<file path="config.mk">
export PLATFORM = sky130hd
export DESIGN_NAME = alu_cmd_sequencer
export DESIGN_NICKNAME = d
export VERILOG_FILES = /design/src/rtl/alu_cmd_sequencer.sv
export SDC_FILE = /design/constraint.sdc
export NUM_CORES = 1
export LEC_CHECK = 0
export ABC_AREA = 1
export CAP_MARGIN = 40
export CORE_MARGIN = 5
export CORE_UTILIZATION = 34
export CTS_CLUSTER_DIAMETER = 30
export CTS_CLUSTER_SIZE = 28
export DETAILED_ROUTE_END_ITERATION = 8
export GPL_ROUTABILITY_DRIVEN = 0
export SYNTH_ARGS = -nofsm -noshare
export SYNTH_HDL_FRONTEND = slang
export SYNTH_SLANG_ARGS = --single-unit
export TNS_END_PERCENT = 30
</file>
<file path="constraint.sdc">
create_clock -name clk -period 1.65 [get_ports clk]
set_input_delay 0.33 -clock clk [delete_from_list [all_inputs] [get_ports clk]]
set_output_delay 0.33 -clock clk [all_outputs]
set_load 0.01 [all_outputs]
</file>
<file path="src/rtl/alu_cmd_sequencer.sv">
// Command FIFO and issue sequencer in front of a 4-bit opcode ALU.
// Commands are issued one at a time, and each ALU result is held on a valid/ready port.
module alu_cmd_sequencer #(
  parameter int DEPTH = 4,
  parameter int DW    = 4,
  parameter int OPW   = 4,
  parameter int RW    = 16
) (
  input  logic                     clk,
  input  logic                     rst,
  input  logic                     flush,
  input  logic                     in_valid,
  output logic                     in_ready,
  input  logic [DW-1:0]            in_a,
  input  logic [DW-1:0]            in_b,
  input  logic [OPW-1:0]           in_op,
  output logic [DW-1:0]            alu_a,
  output logic [DW-1:0]            alu_b,
  output logic [OPW-1:0]           alu_c,
  output logic                     alu_oe,
  input  logic [RW-1:0]            alu_y,
  output logic                     res_valid,
  input  logic                     res_ready,
  output logic [RW-1:0]            res_data,
  output logic [OPW-1:0]           res_op,
  output logic                     res_err,
  output logic [$clog2(DEPTH):0]   fifo_count
);

  localparam int AW = $clog2(DEPTH);
  localparam int CW = AW + 1;
  localparam int EW = 2 * DW + OPW;
  localparam logic [OPW-1:0] OP_DIV = OPW'(5);

  // Handshakes: a transfer happens on a rising edge where valid && ready are both high;
  // valid never depends on ready, and a payload is held stable while valid waits for ready.

  typedef enum logic [1:0] {
    IDLE  = 2'd0,
    ISSUE = 2'd1,
    HOLD  = 2'd2
  } state_t;

  state_t state, state_next;

  logic [EW-1:0] mem [DEPTH];
  logic [AW-1:0] wr_ptr, rd_ptr;
  logic [CW-1:0] count;

  logic push, pop;
  logic res_load, res_clear;
  logic divzero;

  // Registered count only, so a full FIFO refuses a push even when it pops that cycle.
  assign in_ready   = !rst && !flush && (count < CW'(DEPTH));
  assign push       = in_valid && in_ready;
  assign fifo_count = count;
  assign divzero    = (alu_c == OP_DIV) && (alu_b == '0);

  always_comb begin
    state_next = state;
    pop        = 1'b0;
    alu_oe     = 1'b0;
    res_load   = 1'b0;
    res_clear  = 1'b0;
    case (state)
      IDLE: begin
        if (count != '0) begin
          pop        = 1'b1;
          state_next = ISSUE;
        end
      end
      ISSUE: begin
        alu_oe     = !divzero && !flush;
        res_load   = 1'b1;
        state_next = HOLD;
      end
      HOLD: begin
        if (res_ready) begin
          res_clear = 1'b1;
          if (count != '0) begin
            pop        = 1'b1;
            state_next = ISSUE;
          end else begin
            state_next = IDLE;
          end
        end
      end
      default: state_next = IDLE;
    endcase
  end

  // Storage array carries no reset; occupancy is tracked by the pointers and count.
  always_ff @(posedge clk) begin
    if (push) mem[wr_ptr] <= {in_a, in_b, in_op};
  end

  always_ff @(posedge clk or posedge rst) begin
    if (rst) begin
      state  <= IDLE;
      wr_ptr <= '0;
      rd_ptr <= '0;
      count  <= '0;
      alu_a  <= '0;
      alu_b  <= '0;
      alu_c  <= '0;
    end else if (flush) begin
      state  <= IDLE;
      wr_ptr <= '0;
      rd_ptr <= '0;
      count  <= '0;
    end else begin
      state <= state_next;
      if (push) wr_ptr <= wr_ptr + AW'(1);
      if (pop) begin
        rd_ptr                <= rd_ptr + AW'(1);
        {alu_a, alu_b, alu_c} <= mem[rd_ptr];
      end
      case ({push, pop})
        2'b10:   count <= count + CW'(1);
        2'b01:   count <= count - CW'(1);
        default: count <= count;
      endcase
    end
  end

  // Result data/op/err survive a flush; only the valid flag is dropped.
  always_ff @(posedge clk or posedge rst) begin
    if (rst) begin
      res_valid <= 1'b0;
      res_data  <= '0;
      res_op    <= '0;
      res_err   <= 1'b0;
    end else if (flush) begin
      res_valid <= 1'b0;
    end else if (res_load) begin
      res_valid <= 1'b1;
      res_data  <= divzero ? '0 : alu_y;
      res_op    <= alu_c;
      res_err   <= divzero;
    end else if (res_clear) begin
      res_valid <= 1'b0;
    end
  end

endmodule

</file>
Word level (Yosys, flattened, before mapping)
Memories as Yosys holds them, arrays and structs flattened. A register that Yosys moved wholly into a read port is not among the register bits. Index checks and enable logic that the tools add are counted.

Add/subtract/negate cells: 4. Multipliers: 0. Divide/modulo/power cells: 0. $lt $le $gt $ge: 1. Equality and inequality tests: 7. Shift operators: 0. Muxes and demuxes: 24. Bitwise operators: 1. Reductions and logical operators: 18.

Operators with widths (count): 2-to-1 mux 16 bit (1); 2-to-1 mux 2 bit (7); 2-to-1 mux 1 bit (12); nonzero test 3 bit (3); != test 3 bit (second input constant) (2); one-hot mux 2 bit (3 select lines) (1); one-hot mux 3 bit (2 select lines) (1); AND reduction 2 bit (3); logical AND 1 bit (5); adder 2 x 1 -> 2 bit (second input constant) (2); == test 2 x 1 -> 1 bit (second input constant) (2); == test 2 bit (second input constant) (2); == test 4 x 3 -> 1 bit (second input constant) (1); zero test 4 bit (1); nonzero test 2 bit (2); adder 3 x 1 -> 3 bit (second input constant) (1); zero test 1 bit (3); less-than comparator 3 bit (second input constant) (1); 2-to-1 mux 3 bit (1); subtractor 3 x 1 -> 3 bit (second input constant) (1); zero test 2 bit (1); one-hot mux 1 bit (2 select lines) (1); inverter 1 bit (1).

Register bits after elaboration: 31. Latch bits: 0. RAM bits: 48. Memory bits (read-only): 0. Bits of input ports: 33. Memories kept: 1.

Memories: mem (depth 4, bits a word 12, rd ports 1, clocked after Yosys merged registers in 1, wr ports 1, line 46) `logic [EW-1:0] mem [DEPTH];`.

Depth between registers and ports, before layout
Word-level depth: 7. Gate-level depth with buffers: 10. Gate-level depth less buffers: 10.

Worst setup path before layout
Ideal clock, no wire load.

Path type: flip-flop to flip-flop. Start point: register count[0], in the netlist fifo_count[0]. End point: register count[2], in the netlist fifo_count[2]. Data arrival time: 1.604 ns. Slack: -0.070 ns. Cell stages (with the launch flop): 11. Path buffers: 0. Clock period less this slack: 1.720 ns. Path through: dfrtp_1 > nor2_1 > nand2_2 > nand3_4 > inv_1 > fa_1 > xor2_1 > nand3b_1 > nand2_1 > nand2_1 > nand2_1.

Word-level cells in the longest chain between the ends: 7. Elaborated cells on any way between the ends: 14. Those cells by class: add/sub (2); order compare (1); eq/ne (2); mux (5); reduce/logical (4).

Ends and longest elaborated chain: start: declaration (line 48) `logic [CW-1:0] count;`; start signal: assignment (line 120) `2'b10: count <= count + CW'(1);`; start signal: assignment (line 121) `2'b01: count <= count - CW'(1);`; start signal: assignment (line 122) `default: count <= count;`; nonzero test 3 bit (line 68, 81); 2-to-1 mux 1 bit (line 68, 81); 2-to-1 mux 1 bit (line 79) `if (res_ready) begin`; one-hot mux 1 bit (2 select lines) (line 66) `case (state)`; == test 2 x 1 -> 1 bit or == test 2 bit (tied branches) (line 119) `case ({push, pop})`; one-hot mux 3 bit (2 select lines) (line 119); 2-to-1 mux 3 bit (line 107) `end else if (flush) begin`.

Parallel ways exist; a longest one is shown, timed or not. A chain may end at the register's enable or synchronous reset.

Worst setup path in the final report
Start point: register alu_b[2]. End point: output port alu_oe.

Word-level cells in the longest chain between the ends: 5.

Ends and longest elaborated chain: start: declaration (line 18) `output logic [DW-1:0] alu_b,`; start signal: assignment (line 117) `{alu_a, alu_b, alu_c} <= mem[rd_ptr];`; zero test 4 bit (line 58) `assign divzero = (alu_c == OP_DIV) && (alu_b == '0);`; logical AND 1 bit (line 58); zero test 1 bit (line 74) `alu_oe = !divzero && !flush;`; logical AND 1 bit (line 74); 2-to-1 mux 1 bit (line 66); end: declaration (line 20) `output logic alu_oe,`.

Every way passes these cells.

==> impl_metrics.tcl <==
set metrics [dict create \
    outcome "complete, but fails checks" \
    failed_checks "negative setup slack" \
    design_area_um2 5160 \
    intPower_mw 5.31 \
    n_antenna_cell 0 \
    syn_inst 335 \
    synth.cell_area_um2 3730 \
    r2r_start "state[1]" \
    period_minus_slack_ps 1680 \
    ys_top_cells_by_area "edfxtp_1 (39%), dfrtp_1 (29%), nand2_1 (9.8%)" \
    power_mw 8.10 \
    endpoint_kind "output port" \
    cp-startpoint "alu_b[2]" \
    synth_top_area_share_pct 38.6 \
    routed_via_density 4.50 \
    core_um2 10800 \
    yosys_register_bits 91 \
    syn-num-nets 373 \
    cts_tree "done" \
    setup_ws_ps -33.9 \
    swShare_pct 34.5 \
    postSynthAreaPerCell_um2 11.1 \
    slew_viol_final 0 \
    place_area_um2 4960 \
    ctsHoldBuffers 0 \
    drv_cap 0 \
    synth_edf_count 48 \
    crit_buf_inv 3 \
    ys_types 33 \
    grt_pass1_wl_um 13700 \
    worstSetupPathType "reg2out" \
    tightestPinTransition_ps 388 \
    clock.fmax_mhz 594 \
    ios 72 \
    first_iter_violations 124 \
    crit_family "flip-flops" \
    clockRootBuffer "clkbuf_8" \
    clkPwrFrac_pct 16.9 \
    fp.dieW_um 115 \
    power_density_nw_per_um2 1570 \
    dr.pass1.iters 4 \
    dieArea_um2 13200 \
    finClkSkew_ps 16.1 \
    numCtsBuffers 9 \
    hold_violations 0 \
    min_period_over_period_pct 102 \
    cellLeakagePower_nw 2.25 \
    placed_cells 584 \
    final_net_count 494 \
    crit_chain "inv_2 -> nand4_1 -> nand2b_4 -> inv_4 -> nor2_8 -> buf_6" \
    rsz0062_at_grt "yes" \
    wl_um 8350 \
    antenna_found_initial 0 \
    fp.dieH_um 115 \
    setup_viol 1 \
    drive_gt1_share_pct 21.3 \
    start_util_pct 34.6 \
    instances_no_fill 601 \
    critPathLaunchType "flop" \
    yosysTopAreaCell "edfxtp_1" \
    area_delta_synth_final_pct 38.3 \
    worstPathRequired_ps 1320 \
    via_count 2704 \
    yosysSeqAreaShare_pct 67.4 \
    max_stage_delay_ps 400 \
    grt_pass1_vias 2788 \
    wl_per_cell_um 13.9 \
    grt_max_degree 28 \
    portBuffers 71 \
    cts.sinks 91 \
    comb_power_share_pct 44.3 \
    clkLatencyLatePin_ps 340 \
    worstPathArrival_ps 1350 \
    row_count 38 \
    pwr-share-seq_pct 38.7 \
    dpl.hpwl_um 6070 \
    netSwitchingPower_mw 2.80 \
    drcViolationCount 0 \
    maxSlewHeadroom_pct 74.1 \
    yosysWarnings 0 \
    gr-usage-all-layers_pct 13.1 \
    clk_path_buf_depth 2 \
    ant_nets 0 \
    slowest_stage "dfrtp_1" \
    ir_worst_vdd_mv 0.590 \
    cts.clk_slew.worst_paths_ps 90 \
    holdCritPathClass "in2async" \
    grt_overflow 0 \
    async_reset_ff_share_pct 47.3 \
    htreeDepth 3 \
    critPathMaxFanout 2 \
    ys.flop_type "edfxtp_1" \
]
==> power groups by stage <==
stage | logic (mW) | registers [mW] | clock network [mW]
floorplan | 1.53 | 3.41 | 0
global placement | 3.60 | 3.17 | 0
detailed placement | 3.64 | 3.18 | 0
CTS | 3.61 | 3.15 | 1.41
global route | 3.95 | 3.21 | 1.52
finish | 3.59 | 3.14 | 1.37
==> registers in the layout, summed over array words and instances, names as in the netlist, 2 cells and up <==
register	count
fifo_count	3
mem	48
alu_b	4
res_data	16
state	2
alu_c	4
res_op	4
alu_a	4
rd_ptr	2
wr_ptr	2
==> cell type report <==
cell class,count,area (um^2)
fill,1018,5630
sequential,91,2520
timing repair buffer,121,1110
multi-input combinational,205,1080
tap,140,175
clock buffer,14,164
inverter,28,111
clock inverter,2,10.0
==> what timing repair did <==
item / in CTS / in global routing
buffers inserted: 0 / 1
pin swaps: 4 / 1
resized for setup: 27 / 3
endpoints found under the setup margin: 15 / 4
==> logic make-up after synthesis <==
| family | after synthesis | share of synthesized area [%] |
|---|---|---|
| adders and majority gates | 5 | 1.88 |
| xor gates and xnor gates | 1 | 0.235 |
| and+or+nand+nor | 144 | 16.9 |
| buffers and inverters | 39 | 4.76 |
| DFF | 91 | 67.4 |
| AOI/OAI and AO/OA | 55 | 8.75 |
==> cells in the mapped netlist, drive strengths merged (3+ instances only) <==
master / number
clkbuf: 4
nor3: 3
nand3: 5
inv: 27
o22ai: 12
dfrtp: 43
buf: 7
a21oi: 3
o21ai: 38
nor2: 34
edfxtp: 48
nand2: 99
ha: 4
==> routing by layer <==
metal	track usage, %	vias up	part of all wire (%)
li1	-	1346	-
met1	17.0	1289	45
met2	21.9	59	49
met4	4.23	0	1.2
met3	2.84	10	5.2
met5	0	-	0
==> final timing paths <==
check,to,slack [ps],cells past startpoint
min reg2reg,res_data[6],480,2
max reg2reg,fifo_count[2],0,10
max,alu_oe,-30,6
min in group clk,res_data[6],480,2
min,fifo_count[2],230,3
max in group asynchronous,alu_c[1],1000,4
==> placed cells by master, fill, tap and decap left out, types with 2 or more instances in the layout <==
cell type,Yosys,routed
dlygate4sd2_1,0,9
ha_1,4,4
edfxtp_1,48,48
nand3_1,3,3
clkbuf_1,4,4
inv_2,3,6
clkbuf_8,0,9
clkdlybuf4s50_1,0,55
nand3_4,2,2
o22ai_1,12,12
buf_4,0,51
clkinv_2,1,3
dfrtp_1,43,42
nand2_1,97,97
inv_1,23,19
o21ai_2,7,7
o21ai_0,31,31
nor2_4,1,2
inv_4,1,2
nor2_1,31,31
buf_12,0,3
==> tightest hold or removal path, stage by stage <==
cell and delay, ps:
dlygate4sd2_1 270, buf_4 140, inv_2 250
==> metrics by stage <==
step,util [%],setup TNS [ps],hold slack [ps],setup slack (ps)
2_1_floorplan,-,-41.2,403,-41.2
3_3_place_gp,45.9,-16170,458,-506
3_5_place_dp,45.9,-19450,464,-546
4_1_cts,47.6,-63.7,226,-63.7
5_1_grt,47.8,-189,246,-110
6_report,47.8,-33.9,232,-33.9
No activity file was read; power rests on OpenSTA's default activity.
